==> src/rtl/flash_dma_pkg.sv <==
// Shared definitions for the flash_dma block: register offsets, CTRL/STATUS bit
// positions, the sequencer state encoding and a STATUS word packing helper.
// Imported by flash_dma_regs and flash_dma.
package flash_dma_pkg;

   // Register map (reg_addr values)
   localparam logic [1:0] REG_SRC   = 2'd0;
   localparam logic [1:0] REG_DST   = 2'd1;
   localparam logic [1:0] REG_COUNT = 2'd2;
   localparam logic [1:0] REG_CTRL  = 2'd3;

   // CTRL write bits
   localparam int CTRL_START   = 0;
   localparam int CTRL_ABORT   = 1;
   localparam int CTRL_IRQ_ACK = 2;

   // STATUS read bits
   localparam int STAT_BUSY    = 0;
   localparam int STAT_DONE    = 1;
   localparam int STAT_ABORTED = 2;
   localparam int STAT_IRQ     = 3;

   // Flash byte address width seen on the arbiter reader port
   localparam int FLASH_ADDR_W = 24;

   // Sequencer states
   typedef enum logic [2:0] {
      ST_IDLE  = 3'd0,
      ST_ISSUE = 3'd1,
      ST_WAIT  = 3'd2,
      ST_WRITE = 3'd3,
      ST_GAP   = 3'd4
   } state_t;

   // Packs the STATUS register; unused upper bits read as zero.
   function automatic logic [31:0] status_word(input logic busy,
                                               input logic done,
                                               input logic aborted,
                                               input logic irq_pending);
      logic [31:0] w;
      w               = '0;
      w[STAT_BUSY]    = busy;
      w[STAT_DONE]    = done;
      w[STAT_ABORTED] = aborted;
      w[STAT_IRQ]     = irq_pending;
      return w;
   endfunction

endpackage

==> src/rtl/flash_dma_regs.sv <==
// CPU register front end for flash_dma: decodes register writes into load
// strobes and CTRL command pulses, stores the done/aborted/irq_pending status
// flags and drives the combinational readback mux.
// The SRC/DST/COUNT counters themselves live in flash_dma; this block only
// produces their load strobes (suppressed while busy) and reads them back live.
//
// Optional feature macro: FLASH_DMA_IRQ_EN (irq_pending flag, irq output,
// CTRL irq_ack). Without it irq is tied low and STATUS bit3 reads 0.
//
// Ports:
//   clk, reset                 clock, asynchronous active-high reset
//   reg_addr/wr_en/wr_data     CPU register write port
//   reg_rd_data                combinational readback of reg_addr
//   busy                       sequencer not idle
//   src/dst/count              live counter values for readback
//   set_done/set_aborted       status flag set requests from the sequencer
//   clear_flags                clear done/aborted (accepted start)
//   src_load.. count_value     counter load strobes and values
//   start/abort                CTRL command pulses
//   irq                        interrupt output
module flash_dma_regs
   import flash_dma_pkg::*;
#(
   parameter int RAM_ADDR_W = 16,
   parameter int COUNT_W    = 16
)
(
   input  logic                    clk,
   input  logic                    reset,
   input  logic [1:0]              reg_addr,
   input  logic                    reg_wr_en,
   input  logic [31:0]             reg_wr_data,
   output logic [31:0]             reg_rd_data,
   input  logic                    busy,
   input  logic [FLASH_ADDR_W-1:0] src,
   input  logic [RAM_ADDR_W-1:0]   dst,
   input  logic [COUNT_W-1:0]      count,
   input  logic                    set_done,
   input  logic                    set_aborted,
   input  logic                    clear_flags,
   output logic                    src_load,
   output logic [FLASH_ADDR_W-1:0] src_value,
   output logic                    dst_load,
   output logic [RAM_ADDR_W-1:0]   dst_value,
   output logic                    count_load,
   output logic [COUNT_W-1:0]      count_value,
   output logic                    start,
   output logic                    abort,
   output logic                    irq
);

   logic done;
   logic aborted;
   logic irq_pending;
   logic ctrl_wr;
   logic unused_wr_bits;

   // Configuration writes are dropped while a transfer runs so the live
   // counters cannot be corrupted mid-copy. SRC is always word aligned.
   assign ctrl_wr     = reg_wr_en && (reg_addr == REG_CTRL);
   assign start       = ctrl_wr && reg_wr_data[CTRL_START];
   assign abort       = ctrl_wr && reg_wr_data[CTRL_ABORT];
   assign src_load    = reg_wr_en && (reg_addr == REG_SRC) && !busy;
   assign dst_load    = reg_wr_en && (reg_addr == REG_DST) && !busy;
   assign count_load  = reg_wr_en && (reg_addr == REG_COUNT) && !busy;
   assign src_value   = {reg_wr_data[FLASH_ADDR_W-1:2], 2'b00};
   assign dst_value   = reg_wr_data[RAM_ADDR_W-1:0];
   assign count_value = reg_wr_data[COUNT_W-1:0];
   assign unused_wr_bits = ^reg_wr_data[31:FLASH_ADDR_W];

   // Completion flags: clear on an accepted start, then a same-cycle set
   // (zero-length start) takes priority over the clear.
   always_ff @(posedge clk or posedge reset) begin
      if (reset) begin
         done    <= 1'b0;
         aborted <= 1'b0;
      end else begin
         if (clear_flags) begin
            done    <= 1'b0;
            aborted <= 1'b0;
         end
         if (set_done) begin
            done <= 1'b1;
         end
         if (set_aborted) begin
            aborted <= 1'b1;
         end
      end
   end

`ifdef FLASH_DMA_IRQ_EN
   logic irq_ack;
   assign irq_ack = ctrl_wr && reg_wr_data[CTRL_IRQ_ACK];

   // A completion event in the same cycle as an acknowledge must not be lost,
   // so setting wins over clearing.
   always_ff @(posedge clk or posedge reset) begin
      if (reset) begin
         irq_pending <= 1'b0;
      end else if (set_done || set_aborted) begin
         irq_pending <= 1'b1;
      end else if (irq_ack) begin
         irq_pending <= 1'b0;
      end
   end
`else
   assign irq_pending = 1'b0;
`endif

   assign irq = irq_pending;

   // Readback mux; counters are shown live while the transfer runs.
   always_comb begin
      reg_rd_data = '0;
      case (reg_addr)
         REG_SRC:   reg_rd_data = 32'(src);
         REG_DST:   reg_rd_data = 32'(dst);
         REG_COUNT: reg_rd_data = 32'(count);
         default:   reg_rd_data = status_word(busy, done, aborted, irq_pending);
      endcase
   end

endmodule

==> src/rtl/flash_dma.sv <==
// flash_dma: CPU-programmed sequencer copying COUNT 32-bit words from QSPI flash
// (via one flash_arbiter reader port) into RAM, one word at a time.
//
// Optional feature macro: FLASH_DMA_IRQ_EN (transfer-complete interrupt).
//
// Ports:
//   clk, reset           clock, asynchronous active-high reset
//   reg_addr             register select: 0 SRC, 1 DST, 2 COUNT, 3 CTRL/STATUS
//   reg_wr_en/wr_data    one-cycle register write strobe and data
//   reg_rd_data          combinational readback
//   flash_read_address   flash byte address (user-relative)
//   flash_read_en        read request to arbiter
//   flash_size           constant 1 (32-bit reads)
//   flash_ready          one-cycle read-data-valid pulse from arbiter
//   flash_read_data      arbiter read data
//   ram_write_address    RAM word address
//   ram_write_data       RAM write data
//   ram_write_en         write request, held until ram_write_ready
//   ram_write_ready      RAM accepted the write this cycle
//   irq                  transfer-complete interrupt
module flash_dma
   import flash_dma_pkg::*;
#(
   parameter int RAM_ADDR_W = 16,
   parameter int COUNT_W    = 16
)
(
   input  logic                    clk,
   input  logic                    reset,
   input  logic [1:0]              reg_addr,
   input  logic                    reg_wr_en,
   input  logic [31:0]             reg_wr_data,
   output logic [31:0]             reg_rd_data,
   output logic [FLASH_ADDR_W-1:0] flash_read_address,
   output logic                    flash_read_en,
   output logic                    flash_size,
   input  logic                    flash_ready,
   input  logic [31:0]             flash_read_data,
   output logic [RAM_ADDR_W-1:0]   ram_write_address,
   output logic [31:0]             ram_write_data,
   output logic                    ram_write_en,
   input  logic                    ram_write_ready,
   output logic                    irq
);

   state_t                  state;
   state_t                  next_state;
   logic [FLASH_ADDR_W-1:0] src;
   logic [RAM_ADDR_W-1:0]   dst;
   logic [COUNT_W-1:0]      count;
   logic [31:0]             data_reg;
   logic                    abort_pending;
   logic                    abort_now;
   logic                    busy;
   logic                    set_done;
   logic                    set_aborted;
   logic                    clear_flags;
   logic                    capture;
   logic                    advance;
   logic                    src_load;
   logic                    dst_load;
   logic                    count_load;
   logic [FLASH_ADDR_W-1:0] src_value;
   logic [RAM_ADDR_W-1:0]   dst_value;
   logic [COUNT_W-1:0]      count_value;
   logic                    start;
   logic                    abort;

   flash_dma_regs #(
      .RAM_ADDR_W (RAM_ADDR_W),
      .COUNT_W    (COUNT_W)
   ) u_regs (
      .clk         (clk),
      .reset       (reset),
      .reg_addr    (reg_addr),
      .reg_wr_en   (reg_wr_en),
      .reg_wr_data (reg_wr_data),
      .reg_rd_data (reg_rd_data),
      .busy        (busy),
      .src         (src),
      .dst         (dst),
      .count       (count),
      .set_done    (set_done),
      .set_aborted (set_aborted),
      .clear_flags (clear_flags),
      .src_load    (src_load),
      .src_value   (src_value),
      .dst_load    (dst_load),
      .dst_value   (dst_value),
      .count_load  (count_load),
      .count_value (count_value),
      .start       (start),
      .abort       (abort),
      .irq         (irq)
   );

   assign busy       = (state != ST_IDLE);
   // An abort is remembered until the in-flight read or write has finished.
   assign abort_now  = abort_pending || abort;
   assign flash_size = 1'b1;

   // Address/data buses are only driven while their request is active, so
   // they read as zero when idle and immediately after reset.
   assign flash_read_address = flash_read_en ? src : '0;
   assign ram_write_address  = ram_write_en ? dst : '0;
   assign ram_write_data     = ram_write_en ? data_reg : '0;

   // State register
   always_ff @(posedge clk or posedge reset) begin
      if (reset) begin
         state <= ST_IDLE;
      end else begin
         state <= next_state;
      end
   end

   // Next-state and request outputs. GAP exists so that flash_read_en is low
   // for at least one cycle between words, because the arbiter reacts to the
   // rising edge of the request.
   always_comb begin
      next_state    = state;
      set_done      = 1'b0;
      set_aborted   = 1'b0;
      clear_flags   = 1'b0;
      capture       = 1'b0;
      advance       = 1'b0;
      flash_read_en = 1'b0;
      ram_write_en  = 1'b0;
      case (state)
         ST_IDLE: begin
            if (start) begin
               clear_flags = 1'b1;
               if (count != '0) begin
                  next_state = ST_ISSUE;
               end else begin
                  set_done = 1'b1;
               end
            end
         end
         ST_ISSUE: begin
            flash_read_en = 1'b1;
            next_state    = ST_WAIT;
         end
         ST_WAIT: begin
            flash_read_en = 1'b1;
            if (flash_ready) begin
               if (abort_now) begin
                  next_state  = ST_IDLE;
                  set_aborted = 1'b1;
               end else begin
                  capture    = 1'b1;
                  next_state = ST_WRITE;
               end
            end
         end
         ST_WRITE: begin
            ram_write_en = 1'b1;
            if (ram_write_ready) begin
               advance = 1'b1;
               if (abort_now) begin
                  next_state  = ST_IDLE;
                  set_aborted = 1'b1;
               end else begin
                  next_state = ST_GAP;
               end
            end
         end
         ST_GAP: begin
            if (count == '0) begin
               next_state = ST_IDLE;
               set_done   = 1'b1;
            end else if (abort_now) begin
               next_state  = ST_IDLE;
               set_aborted = 1'b1;
            end else begin
               next_state = ST_ISSUE;
            end
         end
         default: begin
            next_state = ST_IDLE;
         end
      endcase
   end

   // Transfer counters: CPU loads only happen while idle, advancing only
   // while busy, so the two never collide. Wrap is the natural modulo.
   always_ff @(posedge clk or posedge reset) begin
      if (reset) begin
         src   <= '0;
         dst   <= '0;
         count <= '0;
      end else if (advance) begin
         src   <= src + FLASH_ADDR_W'(4);
         dst   <= dst + RAM_ADDR_W'(1);
         count <= count - COUNT_W'(1);
      end else begin
         if (src_load) begin
            src <= src_value;
         end
         if (dst_load) begin
            dst <= dst_value;
         end
         if (count_load) begin
            count <= count_value;
         end
      end
   end

   // Word buffer between the flash read and the RAM write.
   always_ff @(posedge clk or posedge reset) begin
      if (reset) begin
         data_reg <= '0;
      end else if (capture) begin
         data_reg <= flash_read_data;
      end
   end

   // Abort latch: armed by an abort while busy, cleared on return to idle.
   always_ff @(posedge clk or posedge reset) begin
      if (reset) begin
         abort_pending <= 1'b0;
      end else if (next_state == ST_IDLE) begin
         abort_pending <= 1'b0;
      end else if (abort && busy) begin
         abort_pending <= 1'b1;
      end
   end

endmodule

==> config.mk <==
export PLATFORM = sky130hd
export DESIGN_NAME = flash_dma
export DESIGN_NICKNAME = d
export VERILOG_FILES = /design/src/rtl/flash_dma_pkg.sv /design/src/rtl/flash_dma_regs.sv /design/src/rtl/flash_dma.sv
export SDC_FILE = /design/constraint.sdc
export NUM_CORES = 1
export LEC_CHECK = 0
export CELL_PAD_IN_SITES_DETAIL_PLACEMENT = 2
export CELL_PAD_IN_SITES_GLOBAL_PLACEMENT = 2
export CORE_MARGIN = 4
export CORE_UTILIZATION = 30
export DETAILED_ROUTE_END_ITERATION = 16
export PLACE_DENSITY = 0.86
export SLEW_MARGIN = 30
export SYNTH_ARGS = -nofsm -noshare
export SYNTH_HDL_FRONTEND = slang
export SYNTH_SLANG_ARGS = --single-unit
==> constraint.sdc <==
create_clock -name clk -period 8.56 [get_ports clk]
set_clock_uncertainty 0.2 [all_clocks]
set_input_delay 1.712 -clock clk [delete_from_list [all_inputs] [get_ports clk]]
set_output_delay 1.712 -clock clk [all_outputs]
set_load 0.01 [all_outputs]
==> results of run 1 <==
cell usage in the layout, fill, tap and decap left out, types with 4 or more instances in the layout:
master,instances
sky130_fd_sc_hd__a211oi_1,17
sky130_fd_sc_hd__a21oi_1,20
sky130_fd_sc_hd__a221o_1,5
sky130_fd_sc_hd__a311oi_1,10
sky130_fd_sc_hd__and2_1,30
sky130_fd_sc_hd__and3_1,53
sky130_fd_sc_hd__buf_4,8
sky130_fd_sc_hd__clkbuf_16,9
sky130_fd_sc_hd__clkdlybuf4s50_1,157
sky130_fd_sc_hd__conb_1,12
sky130_fd_sc_hd__dfrtp_1,92
sky130_fd_sc_hd__inv_1,12
sky130_fd_sc_hd__mux2_2,32
sky130_fd_sc_hd__mux2i_1,19
sky130_fd_sc_hd__nand2_1,56
sky130_fd_sc_hd__nand3_1,21
sky130_fd_sc_hd__nand4_1,8
sky130_fd_sc_hd__nor2_1,50
sky130_fd_sc_hd__nor2b_1,4
sky130_fd_sc_hd__nor3_1,21
sky130_fd_sc_hd__nor4_1,6
sky130_fd_sc_hd__o211ai_1,5
sky130_fd_sc_hd__o21a_1,4
sky130_fd_sc_hd__o21ai_0,31
sky130_fd_sc_hd__o22ai_1,6
sky130_fd_sc_hd__o311ai_0,6
per-layer routing:
layer  part of all wire, %  up-vias  GRT usage (%)  routed length [um]
li1                      -     2501              -                   -
met1                    41     2886           29.0                9770
met2                    53      150           41.3               12800
met3                   4.1       24           2.58                 985
met4                   1.8        0           6.48                 427
met5                     0        -              0                   0
where the power goes:
part	internal (mW)	switching [mW]	total (mW)
logic	0.592	0.601	1.19
clock network	0.203	0.182	0.385
registers	0.640	0.269	0.908
layout make-up:
class,instances,area [um2],share of cell area [%]
Clock buffer,11,243,3.21
Clock inverter,4,26.3,0.348
Inverter,13,50.0,0.663
Multi-Input combinational cell,468,3010,39.8
Sequential cell,92,2300,30.5
Tap cell,229,287,3.79
Timing Repair Buffer,166,1640,21.7
worst reg2reg max path: stages, from the launching register on:
cell                       delay (ns)
sky130_fd_sc_hd__dfrtp_1         0.33
sky130_fd_sc_hd__buf_4           0.47
sky130_fd_sc_hd__nand4b_1        0.17
sky130_fd_sc_hd__buf_4           0.28
sky130_fd_sc_hd__nor3_1          0.81
sky130_fd_sc_hd__and3_1          0.33
sky130_fd_sc_hd__a211oi_1        0.09
sky130_fd_sc_hd__a211oi_1        0.24
metrics by stage:
| stage | power [mW] | setup slack, ns | area (um2) | std cells | hold WS (ns) |
|---|---|---|---|---|---|
| finish | 2.49 | 2.79 | 7550 | 983 | 0.309 |
| global route | 2.65 | 2.71 | 7550 | 983 | 0.320 |
| CTS | 2.50 | 1.84 | 7550 | 983 | 0.312 |
| detailed placement | 2.10 | 1.87 | 7280 | 968 | 0.296 |
| global placement | 1.99 | 2.11 | 7280 | 968 | 0.280 |
| floorplan | 1.48 | 3.46 | 5630 | 626 | 0.261 |
Yosys cell counts (2+ instances only):
cell	count
sky130_fd_sc_hd__a211oi_1	17
sky130_fd_sc_hd__a21o_1	2
sky130_fd_sc_hd__a21oi_1	20
sky130_fd_sc_hd__a221o_1	5
sky130_fd_sc_hd__a22o_1	3
sky130_fd_sc_hd__a311oi_1	10
sky130_fd_sc_hd__a41o_1	2
sky130_fd_sc_hd__and2_1	30
sky130_fd_sc_hd__and3_1	53
sky130_fd_sc_hd__and4_1	3
sky130_fd_sc_hd__buf_1	3
sky130_fd_sc_hd__buf_2	5
sky130_fd_sc_hd__buf_4	12
sky130_fd_sc_hd__buf_6	2
sky130_fd_sc_hd__clkbuf_1	29
sky130_fd_sc_hd__clkbuf_8	2
sky130_fd_sc_hd__conb_1	2
sky130_fd_sc_hd__dfrtp_1	92
sky130_fd_sc_hd__ha_1	3
sky130_fd_sc_hd__inv_1	13
sky130_fd_sc_hd__mux2_2	32
sky130_fd_sc_hd__mux2i_1	19
sky130_fd_sc_hd__nand2_1	56
sky130_fd_sc_hd__nand2b_1	3
sky130_fd_sc_hd__nand3_1	21
sky130_fd_sc_hd__nand4_1	8
sky130_fd_sc_hd__nor2_1	51
sky130_fd_sc_hd__nor2b_1	6
sky130_fd_sc_hd__nor3_1	22
sky130_fd_sc_hd__nor4_1	6
sky130_fd_sc_hd__o211ai_1	5
sky130_fd_sc_hd__o21a_1	4
sky130_fd_sc_hd__o21ai_0	31
sky130_fd_sc_hd__o22ai_1	6
sky130_fd_sc_hd__o311ai_0	6
sky130_fd_sc_hd__o32ai_1	2
sky130_fd_sc_hd__or2_2	2
sky130_fd_sc_hd__or3_1	2
sky130_fd_sc_hd__or3_4	3
sky130_fd_sc_hd__or4_1	2
path summary, 6_finish.rpt:
check,from,endpoint,slack (ns),cells after the start
max,reg_addr[0],reg_rd_data[11],2.79,6
min,data_reg[17],data_reg[17],0.31,1
max reg2reg,state[0],src[15],5.55,7
min reg2reg,data_reg[17],data_reg[17],0.31,1
max in group asynchronous,reset,state[0],5.38,3
min in group asynchronous,reset,data_reg[27],1.54,2
cells by family (layout without fill, tap and decap cells):
logic type / count (synthesis) / count (layout)
XOR/XNOR: 1 / 1
buffers and inverters: 66 / 194
AND/OR/NAND/NOR: 275 / 275
adder cells (fa/ha/maj): 3 / 3
multiplexers: 52 / 52
flip-flops: 92 / 92
other: 2 / 12
AO/OA/AOI/OAI: 125 / 125
==> impl_metrics.yaml, run 1 <==
run_status:
  result_of_the_run: "finished, final reports clean"
global_routing:
  grt_start_max_net_pins: 61
  grt_pass1_vias: 6040
  antenna_found_initial: 0
  globalRouteOverflowTotal: 0
  gr-usage-all-layers_pct: 22.9
  grt_first_pass_wirelength_um: 36800
drt:
  vias: 5561
  drtPass1Iterations: 4
  detail-route-antenna-nets: 0
  total_wirelength_um: 24000
  drcViolationCount: 0
  route.detailed.wl_per_inst_um: 24.4
  drt-vias-per-instance: 5.66
  drt-initial-drc-count: 255
worst_setup_path:
  cell_family_with_most_cp_delay: "buffers and inverters"
  worst_setup_path_end_kind: "output pin"
  path_buf_inv: 3
  cp.required_ns: 6.65
  slowest_stage: "sky130_fd_sc_hd__clkdlybuf4s50_1"
  timing.setup.critical_path_class: "primary input to output pin"
  slowest_delay_ns: 0.62
  path_cells: "clkdlybuf4s50_1, buf_4, nor2b_2, nand2_1, o21ai_0, clkdlybuf4s50_1"
  critPathArrivalTime_ns: 3.86
  most_numerous_cell_on_the_critical_path: "sky130_fd_sc_hd__clkdlybuf4s50_1"
  timing.critical_path.fanout_max: 26
  worst_setup_path_start_kind: "primary input"
final_layout:
  synthToLayoutAreaGrowth_pct: 35.0
  fraction_of_layout_cells_with_a_size_suffix_above_1_pct: 9.28
  finalCoreUtilization_pct: 41.6
  number_of_nets_in_the_finished_design: 824
  diodes_inserted: 0
  largest_register_ff_count: 32
  fillCellCount: 1985
hold_path:
  hold_path_class: "flip-flop to flip-flop"
synthesis:
  synth_top_area_cell: "sky130_fd_sc_hd__dfrtp_1"
  synth_simple_gate_area_share_pct: 26.1
  post_synth_edffs: 0
  synth-warning-count: 0
  synth-xor-area-share_pct: 0.157
  main_combinational_cell_family_by_area_after_synthesis: "simple AND/OR/NAND/NOR gates"
  postSynthAreaPerCell_um2: 9.08
  async_s_r_ff_share_synth_pct: 100
  post_synth_main_area_contributors: "sky130_fd_sc_hd__dfrtp_1 (41%), sky130_fd_sc_hd__mux2_2 (6.4%), sky130_fd_sc_hd__and3_1 (5.9%)"
  mappedNetlistArea_mm2: 0.00559
  postSynth.topFlopCell: "sky130_fd_sc_hd__dfrtp_1"
  synth_adder_area_share_pct: 0.671
  compound_gate_portion_of_the_synthesized_area_pct: 15.6
  yosysSeqAreaShare_pct: 41.2
  synth_largest_type_area_fraction_pct: 41.2
  synth.lib_cells_used.distinct: 61
  synth_mux_area_share_pct: 10.2
  postSynthRegisterBits: 92
  synthCells: 616
placement:
  placement.io_buffers: 158
  place.detailed.hpwl_um: 17700
  place_congestion: 0.836
sta:
  worst_pin_slew_ns: 0.936
  hold_viol_final: 0
  finalMaxSlewViolations: 0
  setup_viol: 0
  setup_tns_ns: 0
  finalCritPeriodShare_pct: 67.4
  max-slew-margin-rel_pct: 37.1
  finalWorstPathRequiredPeriod_ns: 5.77
  max_freq_mhz: 173
  setup_repair_after_global_routing_missed_its_margin: "no"
clocking:
  post_cts_resize_count: 0
  cts_root_buf: "sky130_fd_sc_hd__clkbuf_16"
  cts_inserted_buffers: 9
  cts_max_path_buffers: 2
  cts_sinks: 92
  number_of_h_tree_branching_levels: 3
  worstSkewPairLatency_ns: 0.35
  cts.reportedPaths.clkPinSlew_ns: 0.06
  cts_tree: "yes"
  ctsHoldBuffers: 0
  cts.repair_timing.setup_buffer_count: 0
power:
  worst_ir_drop_vdd_v: 0.000114
  power_density_mw_per_mm2: 329
  cellLeakagePower_nw: 3.19
floorplan:
  boundaryPins: 179
  initial_core_util_pct: 30.8
  core_area_mm2: 0.0181
  die_width_um: 145
  chipHeight_um: 145
  dieArea_mm2: 0.0209
  rows: 49
flow_run:
  maxCapViolations: 0
(Power assumes the default switching activity.)
==> inputs of run 2 (changes only) <==
--- a/config.mk
+++ b/config.mk
@@ -8,9 +8,9 @@
 export CELL_PAD_IN_SITES_DETAIL_PLACEMENT = 2
 export CELL_PAD_IN_SITES_GLOBAL_PLACEMENT = 2
 export CORE_MARGIN = 4
-export CORE_UTILIZATION = 30
+export CORE_UTILIZATION = 25
 export DETAILED_ROUTE_END_ITERATION = 16
-export PLACE_DENSITY = 0.86
+export PLACE_DENSITY = 0.77
 export SLEW_MARGIN = 30
 export SYNTH_ARGS = -nofsm -noshare
 export SYNTH_HDL_FRONTEND = slang
==> constraint.sdc (replaced) <==
create_clock -name clk -period 5.25 [get_ports clk]
set_clock_uncertainty 0.2 [all_clocks]
set_input_delay 1.05 -clock clk [delete_from_list [all_inputs] [get_ports clk]]
set_output_delay 1.05 -clock clk [all_outputs]
set_load 0.01 [all_outputs]
==> run 2 against run 1 <==
First-iteration DRC count increased by 18%. Critical path depth unchanged. Final cell count increased by 5.7%. Clock power increased by 93%. Setup slack got worse by 1.9 ns. Sequential share of layout area decreased by 0.63 points. Routed wire length decreased by 1.1%. Flip-flop and latch count unchanged. Non-clock buffer count increased by 4. Global-route usage decreased by 4.1 points. Final area increased by 2.1%. Largest cell class unchanged. Largest power group unchanged.
==> impl_metrics.yaml, run 2 (synthesis results as in run 1) <==
worst_setup_path:
  worst_setup_path_start_kind: "primary input"
  timing.setup.critical_path_class: "primary input to output pin"
  cp.required_ns: 4.00
  critPathArrivalTime_ns: 3.09
  worst_setup_path_end_kind: "output pin"
  timing.critical_path.fanout_max: 15
sta:
  max_freq_mhz: 231
  worst_pin_slew_ns: 0.819
  setup_repair_after_global_routing_missed_its_margin: "no"
  fin_ws_ns: 0.912
  finalWorstPathRequiredPeriod_ns: 4.34
  finalMaxSlewViolations: 0
  setup_tns_ns: 0
  finalCritPeriodShare_pct: 82.6
  setup_viol: 0
  hold_viol_final: 0
  max-slew-margin-rel_pct: 45.4
floorplan:
  rows: 54
  boundaryPins: 179
  die_width_um: 158
  core_area_mm2: 0.0219
  dieArea_mm2: 0.0248
  chipHeight_um: 158
  initial_core_util_pct: 25.6
global_routing:
  antenna_found_initial: 0
  gr-usage-all-layers_pct: 18.9
  globalRouteOverflowTotal: 0
  grt_pass1_vias: 6102
  grt_start_max_net_pins: 60
  grt_first_pass_wirelength_um: 36400
placement:
  place_congestion: 0.841
  place.detailed.hpwl_um: 17800
  placement.io_buffers: 158
  preCtsSetupSlack_ns: 0.921
power:
  power_density_mw_per_mm2: 538
  design_power_total_mw: 4.15
  cellLeakagePower_nw: 3.24
  worst_ir_drop_vdd_v: 0.000219
clocking:
  cts_root_buf: "sky130_fd_sc_hd__clkbuf_16"
  cts_max_path_buffers: 2
  cts.repair_timing.setup_buffer_count: 0
  worstSkewPairLatency_ns: 0.35
  cts_inserted_buffers: 9
  cts.reportedPaths.clkPinSlew_ns: 0.07
  number_of_h_tree_branching_levels: 3
  cts_tree: "yes"
  cts_sinks: 92
  post_cts_resize_count: 0
  ctsHoldBuffers: 0
drt:
  drt-vias-per-instance: 5.36
  drtPass1Iterations: 5
  detail-route-antenna-nets: 0
  total_wirelength_um: 23700
  route.detailed.wl_per_inst_um: 22.8
  drt-initial-drc-count: 301
  vias: 5567
  drcViolationCount: 0
final_layout:
  number_of_nets_in_the_finished_design: 828
  fraction_of_layout_cells_with_a_size_suffix_above_1_pct: 9.75
  layout_commonest_cell: "sky130_fd_sc_hd__clkdlybuf4s50_1"
  largest_register_ff_count: 32
  synthToLayoutAreaGrowth_pct: 37.8
  fillCellCount: 2438
  final_cell_mix: "sky130_fd_sc_hd__clkdlybuf4s50_1 (158), sky130_fd_sc_hd__dfrtp_1 (92), sky130_fd_sc_hd__nand2_1 (56)"
  diodes_inserted: 0
run_status:
  result_of_the_run: "finished, final reports clean"
flow_run:
  maxCapViolations: 0
hold_path:
  hold_path_class: "flip-flop to flip-flop"
[run 2: final timing paths]
path,slack [ns],end,cells past startpoint,startpoint
setup / recovery,0.91,reg_rd_data[11],6,reg_addr[1]
setup reg to reg,2.07,count[15],7,state[0]
hold reg to reg,0.30,data_reg[29],1,data_reg[29]
max in group asynchronous,3.13,count[6],3,reset
min in group asynchronous,0.80,dst[2],2,reset
hold / removal,0.30,data_reg[29],1,data_reg[29]
[run 2: report_power, final]
group	switching, mW	internal [mW]
clock network	0.315	0.426
logic	0.975	0.966
registers	0.426	1.04
total	1.72	2.44
[run 2: worst max-delay path: stages]
cell and delay (ns):
sky130_fd_sc_hd__clkdlybuf4s50_1 0.73, sky130_fd_sc_hd__nor2b_1 0.20, sky130_fd_sc_hd__buf_4 0.22, sky130_fd_sc_hd__nand2_1 0.10, sky130_fd_sc_hd__o21ai_0 0.16, sky130_fd_sc_hd__clkdlybuf4s50_1 0.61
[run 2: final cells by class]
cell class / count / area, um2 / area share, %
inverter: 13 / 50.0 / 0.649
multi-input combinational: 468 / 3010 / 39.0
sequential: 92 / 2300 / 29.9
clock buffer: 9 / 225 / 2.92
tap: 280 / 350 / 4.54
clock inverter: 7 / 106 / 1.38
timing repair buffer: 170 / 1670 / 21.7
[run 2: per-layer routing]
layer  track usage, %  part of all wire (%)  up-vias
li1                 -                     -     2502
met1             24.0                    41     2887
met2             33.1                    52      144
met3             3.20                   4.5       34
met4             5.41                   2.1        0
met5                0                     0        -
[run 2: metrics by stage]
step	cell area, um2	cells	hold WS (ns)	util [%]
floorplan	5630	626	0.261	-
global placement	7370	1023	0.278	33.7
detailed placement	7370	1023	0.288	33.7
CTS	7700	1039	0.306	35.2
global route	7710	1039	0.314	35.2
finish	7710	1039	0.303	35.2
